<file path="src/rtl/pattern_scan_engine.sv">
// Counts PAT_W-bit masked pattern matches (in-byte, per-byte, byte-crossing) over LEN bytes read MSB-first from BASE.
// Done rises len+2 edges after the accepted start (1 edge for len=0); reads issue one per cycle with no backpressure.
module pattern_scan_engine #(
    parameter int PAT_W     = 5,
    parameter int MAX_BYTES = 32,
    parameter int ADDR_W    = 8,
    parameter int CNT_W     = 9
) (
    input  logic                           clk,
    input  logic                           reset,
    input  logic                           start,
    input  logic [ADDR_W-1:0]              base,
    input  logic [$clog2(MAX_BYTES+1)-1:0] len,
    input  logic [PAT_W-1:0]               pat,
    input  logic [PAT_W-1:0]               mask,
    output logic                           rd_en,
    output logic [ADDR_W-1:0]              rd_addr,
    input  logic [7:0]                     rd_data,
    output logic                           busy,
    output logic                           done,
    output logic [CNT_W-1:0]               cnt_inbyte,
    output logic [CNT_W-1:0]               cnt_bytes,
    output logic [CNT_W-1:0]               cnt_cross
);

    localparam int LEN_W  = $clog2(MAX_BYTES+1);
    localparam int LAST_J = 8 - PAT_W;

    typedef enum logic [1:0] {
        S_IDLE,
        S_RUN,
        S_DRAIN,
        S_DONE
    } state_t;

    state_t            state_q, state_d;
    logic [ADDR_W-1:0] base_q, base_d;
    logic [LEN_W-1:0]  len_q, len_d;
    logic [PAT_W-1:0]  pat_q, pat_d;
    logic [PAT_W-1:0]  mask_q, mask_d;
    logic [LEN_W-1:0]  i_q, i_d;
    logic [LEN_W-1:0]  r_q, r_d;
    logic              pend_q, pend_d;
    logic [6:0]        tail_q, tail_d;
    logic [CNT_W-1:0]  cnt_inbyte_q, cnt_inbyte_d;
    logic [CNT_W-1:0]  cnt_bytes_q, cnt_bytes_d;
    logic [CNT_W-1:0]  cnt_cross_q, cnt_cross_d;

    // Tail always keeps 7 bits so PAT_W=1 needs no zero-width vector; only
    // the low PAT_W-1 bits can ever fall inside a window.
    logic [14:0] cat;
    logic [7:0]  hit;
    logic [3:0]  n_inb;
    logic [3:0]  n_cross;
    logic        start_ok;

    assign cat = {tail_q, rd_data};

    always_comb begin
        hit = '0;
        for (int j = 0; j < 8; j++) begin
            hit[j] = (((PAT_W'(cat >> j)) ^ pat_q) & mask_q) == '0;
        end
    end

    // Window j ends at byte bit j; crossing windows count only once a previous byte exists.
    always_comb begin
        n_inb   = '0;
        n_cross = '0;
        for (int j = 0; j < 8; j++) begin
            if (hit[j] && (j <= LAST_J)) begin
                n_inb = n_inb + 4'd1;
            end
            if (hit[j] && ((j <= LAST_J) || (r_q != '0))) begin
                n_cross = n_cross + 4'd1;
            end
        end
    end

    assign start_ok = start && ((state_q == S_IDLE) || (state_q == S_DONE));

    always_comb begin
        state_d      = state_q;
        base_d       = base_q;
        len_d        = len_q;
        pat_d        = pat_q;
        mask_d       = mask_q;
        i_d          = i_q;
        r_d          = r_q;
        pend_d       = 1'b0;
        tail_d       = tail_q;
        cnt_inbyte_d = cnt_inbyte_q;
        cnt_bytes_d  = cnt_bytes_q;
        cnt_cross_d  = cnt_cross_q;
        rd_en        = 1'b0;
        rd_addr      = '0;
        busy         = 1'b0;
        done         = 1'b0;

        // rd_data carries the byte requested on the previous cycle.
        if (pend_q) begin
            cnt_inbyte_d = cnt_inbyte_q + CNT_W'(n_inb);
            cnt_bytes_d  = cnt_bytes_q + CNT_W'(n_inb != '0);
            cnt_cross_d  = cnt_cross_q + CNT_W'(n_cross);
            tail_d       = rd_data[6:0];
            r_d          = r_q + LEN_W'(1);
        end

        case (state_q)
            S_IDLE: begin
            end
            S_RUN: begin
                busy    = 1'b1;
                rd_en   = 1'b1;
                rd_addr = base_q + ADDR_W'(i_q);
                pend_d  = 1'b1;
                i_d     = i_q + LEN_W'(1);
                if (i_q == len_q - LEN_W'(1)) begin
                    state_d = S_DRAIN;
                end
            end
            S_DRAIN: begin
                busy = 1'b1;
                if (r_q == len_q) begin
                    state_d = S_DONE;
                end
            end
            S_DONE: begin
                done = 1'b1;
            end
            default: begin
                state_d = S_IDLE;
            end
        endcase

        // An empty scan passes through DRAIN so done still lands one edge later.
        if (start_ok) begin
            base_d       = base;
            len_d        = len;
            pat_d        = pat;
            mask_d       = mask;
            i_d          = '0;
            r_d          = '0;
            pend_d       = 1'b0;
            tail_d       = '0;
            cnt_inbyte_d = '0;
            cnt_bytes_d  = '0;
            cnt_cross_d  = '0;
            state_d      = (len == '0) ? S_DRAIN : S_RUN;
        end
    end

    always_ff @(posedge clk or negedge reset) begin
        if (!reset) begin
            state_q      <= S_IDLE;
            base_q       <= '0;
            len_q        <= '0;
            pat_q        <= '0;
            mask_q       <= '0;
            i_q          <= '0;
            r_q          <= '0;
            pend_q       <= 1'b0;
            tail_q       <= '0;
            cnt_inbyte_q <= '0;
            cnt_bytes_q  <= '0;
            cnt_cross_q  <= '0;
        end else begin
            state_q      <= state_d;
            base_q       <= base_d;
            len_q        <= len_d;
            pat_q        <= pat_d;
            mask_q       <= mask_d;
            i_q          <= i_d;
            r_q          <= r_d;
            pend_q       <= pend_d;
            tail_q       <= tail_d;
            cnt_inbyte_q <= cnt_inbyte_d;
            cnt_bytes_q  <= cnt_bytes_d;
            cnt_cross_q  <= cnt_cross_d;
        end
    end

    assign cnt_inbyte = cnt_inbyte_q;
    assign cnt_bytes  = cnt_bytes_q;
    assign cnt_cross  = cnt_cross_q;

endmodule

</file>
<file path="config.mk">
export PLATFORM = sky130hd
export DESIGN_NAME = pattern_scan_engine
export DESIGN_NICKNAME = d
export VERILOG_FILES = /design/src/rtl/pattern_scan_engine.sv
export SDC_FILE = /design/constraint.sdc
export NUM_CORES = 1
export LEC_CHECK = 0
export ABC_CLOCK_PERIOD_IN_PS = 15600
export BUFFER_PORTS_ARGS = -buffer_cell sky130_fd_sc_hd__buf_2
export CORE_ASPECT_RATIO = 0.9
export CORE_MARGIN = 10
export CORE_UTILIZATION = 50
export CTS_CLUSTER_SIZE = 25
export DETAILED_ROUTE_END_ITERATION = 16
export PLACE_DENSITY = 0.71
export SYNTH_ARGS = -nofsm -noshare
export SYNTH_HDL_FRONTEND = slang
export SYNTH_SLANG_ARGS = --single-unit
</file>
<file path="constraint.sdc">
create_clock -name clk -period 15.6 [get_ports clk]
set_clock_uncertainty 0.1 [all_clocks]
set_input_delay 0.78 -clock clk [delete_from_list [all_inputs] [get_ports clk]]
set_output_delay 0.78 -clock clk [all_outputs]
set_load 0.05 [all_outputs]
</file>
==> run_results.csv <==
group,metric,value,unit
setup_path,endpoint_kind,"flop",
detailed_routing,wl_met1,5100,um
synthesis,synth-edff-count,0,
cts,root_buffer,"clkbuf_8",
timing,fin_crit,6.00,ns
grt,track_usage,0.161,
finish,regArea,0.00175,mm2
synthesis,syn_area_per_cell,9.65,um2
detailed_routing,drtIter0Drc,264,
setup_path,crit_fanout,9,
timing,post-route-period-util,0.384,
floorplan,die_h,115,um
placement,io_buffer_count,72,
cts,h-tree-depth,3,
power_and_ir_drop,p_sw,0.000695,W
finish,area_growth_syn_to_layout,11.8,%
floorplan,die_area,0.0145,mm2
grt,antenna_found_initial,0,
cts,cts_setup_buffers,0,
timing,fmax,0.167,GHz
detailed_routing,wl_met3,747,um
job,maxCapViolCount,0,
detailed_routing,firstDrtPassIters,6,
timing,slew_viol_final,0,
detailed_routing,vias_per_cell,5.56,
cts,clkLatencyLatePin,0.34,ns
floorplan,num_rows,34,
synthesis,synth-compound-area-share,0.108,
detailed_routing,postRouteAntennaNets,0,
floorplan,die_width,126,um
cts,cts.sinks,70,
synthesis,ys_top_cells_by_area,"dfrtp_1, xor2_1, ha_1",
setup_path,critPathRequiredTime,15.69,ns
grt,grt_pass1_vias,3999,
synthesis,synth_top_cell_by_area,"dfrtp_1",
detailed_routing,wl_met2,5570,um
grt,grt-ovfl-total,0,
cts,cts_resized,0,
grt,grt_pass1_wl,19700,um
power_and_ir_drop,p_per_area,247,mW/mm2
synthesis,synthAdderAreaFrac,0.0939,
detailed_routing,routed-via-count,3934,
cts,cts_tree,"yes",
synthesis,synth_ff_type,"dfrtp_1",
synthesis,seq_area_frac_synth,0.348,
floorplan,start_util,0.517,
synthesis,synthesis.nets,593,
detailed_routing,wl_per_cell,16.4,um
detailed_routing,wirelength,11600,um
cts,ctsHoldBuffers,0,
setup_path,reg2reg_depth,25,
setup_path,r2r-end,"cnt_cross[8]",
power_and_ir_drop,p_seq_frac,0.241,
timing,rsz0062_at_grt,"no",
synthesis,synthXorXnorAreaFrac,0.178,
power_and_ir_drop,p_sw_frac,0.500,
setup_path,endpoint,"cnt_cross[8]",
finish,drive_above_1_share,0.212,
power_and_ir_drop,power.internal,0.000694,W
min_path,worst_hold_path_type,"flop to flop",
setup_path,crit_start,"pat_q[4]",
setup_path,startpoint_type,"flop",
grt,grt_max_degree,73,
setup_path,r2r_slack,9.60,ns
synthesis,ys_seq_elements,70,
power_and_ir_drop,leakagePower,2.82,nW
timing,setup_tns,0,ns
setup_path,r2r-start,"pat_q[4]",
run_status,status,"finished, final reports clean",
timing,finalHoldViolCount,0,
power_and_ir_drop,comb_power_share,0.654,
synthesis,netlist_area,0.00504,mm2
setup_path,crit_type,"flop to flop",
power_and_ir_drop,ir_drop,0.000141,V
synthesis,synth_top_family_by_area,"XOR/XNOR gates",
setup_path,cp.arrival,6.09,ns
cts,cts_made_buffers,9,
synthesis,synthCells,522,
finish,antenna_cells_inserted,0,
placement,dp_hpwl,8360,um
placement,place_congestion,0.937,
finish,fillers,861,
synthesis,yosys_warnings,0,
cts,path_clk_slew,0.08,ns
synthesis,yosys.area_share.simple,0.139,
synthesis,synth.area.mux_share,0.0892,
synthesis,synthArstFlopShare,1.00,
detailed_routing,routed.top_layer,"met4",
floorplan,core,0.00974,mm2
cts,clockBufferDepth,2,
timing,setup-violations-final,0,
synthesis,synth_cell_types,54,
detailed_routing,drc_errors,0,
finish,num-nets-final,648,
floorplan,io_pins,73,
finish,final_util,0.578,
timing,worst_pin_slew,0.898,ns
timing,relSlewSlack,0.401,
synthesis,synth_top_cell_area_share,0.348,
finish,multi_input_area,0.00306,mm2
power_and_ir_drop,p_clk_frac,0.105,
==> logic make-up (layout without fill, tap and decap cells) <==
| group | after synthesis | in the layout |
|---|---|---|
| flip-flops | 70 | 70 |
| other | 1 | 1 |
| AO/OA/AOI/OAI | 76 | 76 |
| AND/OR/NAND/NOR | 146 | 146 |
| adder cells (fa/ha/maj) | 36 | 36 |
| multiplexers | 42 | 42 |
| buffers and inverters | 54 | 113 |
| XOR/XNOR | 97 | 97 |
==> layout by cell type, fill, tap and decap left out, types with 4 or more instances in the layout <==
| cell | n |
|---|---|
| a21o_1 | 4 |
| a21oi_1 | 16 |
| a22oi_1 | 17 |
| and2_1 | 9 |
| and3_1 | 7 |
| buf_2 | 72 |
| clkbuf_8 | 10 |
| dfrtp_1 | 70 |
| ha_1 | 33 |
| inv_1 | 20 |
| mux2_2 | 22 |
| mux2i_1 | 19 |
| nand2_1 | 28 |
| nand3_1 | 14 |
| nand4_1 | 14 |
| nor2_1 | 53 |
| nor2b_1 | 6 |
| o21ai_0 | 8 |
| o31ai_1 | 4 |
| or3_1 | 5 |
| xnor2_1 | 28 |
| xor2_1 | 65 |
==> cell usage after synthesis, drive strengths merged (4+ instances only) <==
master and count:
nand3 14, dfrtp 70, and2 10, o31ai 4, a21o 4, inv 23, buf 10, a221oi 4
nand4 14, mux2 23, ha 33, nor2 53, clkbuf 21, nand2 28, o21ai 8, or3 5
xnor2 29, and3 7, a21oi 16, a22oi 17, xor2 66, nor2b 6, mux2i 19
==> cell type report <==
class	instances	area share
well taps	126	0.0280
flip-flops and latches	70	0.311
inverters	23	0.0153
clock buffers	12	0.0258
repair buffers	75	0.0680
multi-input cells	398	0.544
clock inverters	3	0.00778
==> power by group through the flow <==
stage | sequential, W | combinational (W) | clock (W)
2_1_floorplan | 0.000305 | 0.000744 | 0
3_3_place_gp | 0.000333 | 0.000860 | 0
3_5_place_dp | 0.000337 | 0.000895 | 0
4_1_cts | 0.000333 | 0.000905 | 0.000151
5_1_grt | 0.000344 | 0.00101 | 0.000159
6_report | 0.000334 | 0.000908 | 0.000146
==> through the flow <==
stage	hold WS, ns	total power (W)	setup slack [ns]	std cells	cell area, um2
3_3_place_gp	0.405	0.00119	9.59	692	5440
2_1_floorplan	0.384	0.00105	9.79	522	5040
5_1_grt	0.441	0.00151	9.04	707	5630
6_report	0.415	0.00139	9.60	707	5630
4_1_cts	0.423	0.00139	9.67	707	5630
3_5_place_dp	0.404	0.00123	9.41	692	5440
==> how the worst min path moves through the flow <==
stage	start	to	slack [ns]	cells past startpoint
floorplan	reset	base_q[0]	0.38	0
global placement	base_q[0]	base_q[0]	0.41	1
detailed placement	base_q[2]	base_q[2]	0.40	1
CTS	base_q[2]	base_q[2]	0.42	1
global route	base_q[3]	base_q[3]	0.44	1
finish	base_q[2]	base_q[2]	0.42	1
==> critical path, cell delays in order, from the launching register on <==
cell and delay (ns):
dfrtp_1 0.57, xor2_1 0.24, a222oi_1 0.78, and3_1 0.32, nor2_1 0.06, ha_1 0.27, nand3_1 0.07, o31ai_1 0.21
ha_1 0.33, inv_1 0.08, nand4_1 0.11, a21boi_1 0.20, xnor2_1 0.17, ha_1 0.28, or2_2 0.31, o21a_1 0.13
ha_1 0.27, mux2i_1 0.10, fa_1 0.45, nor2b_1 0.13, o21ai_0 0.08, nand2b_1 0.09, nor2b_1 0.18, nand4_1 0.12
xor2_1 0.14, nor2_1 0.05
==> registers in the layout (all words and copies together), names as in the netlist, 2 cells and up <==
register / count
tail_q: 4
cnt_bytes: 9
r_q: 6
len_q: 6
state_q: 2
cnt_cross: 9
pat_q: 5
i_q: 6
base_q: 8
cnt_inbyte: 9
mask_q: 5
==> layer usage <==
metal  up-vias  global-route usage
li1       1899                   -
met1      1887               0.202
met2       130               0.265
met4         0              0.0531
met3        18              0.0414
met5         -                   0
Note: power is estimated with default switching activity, not from simulation.
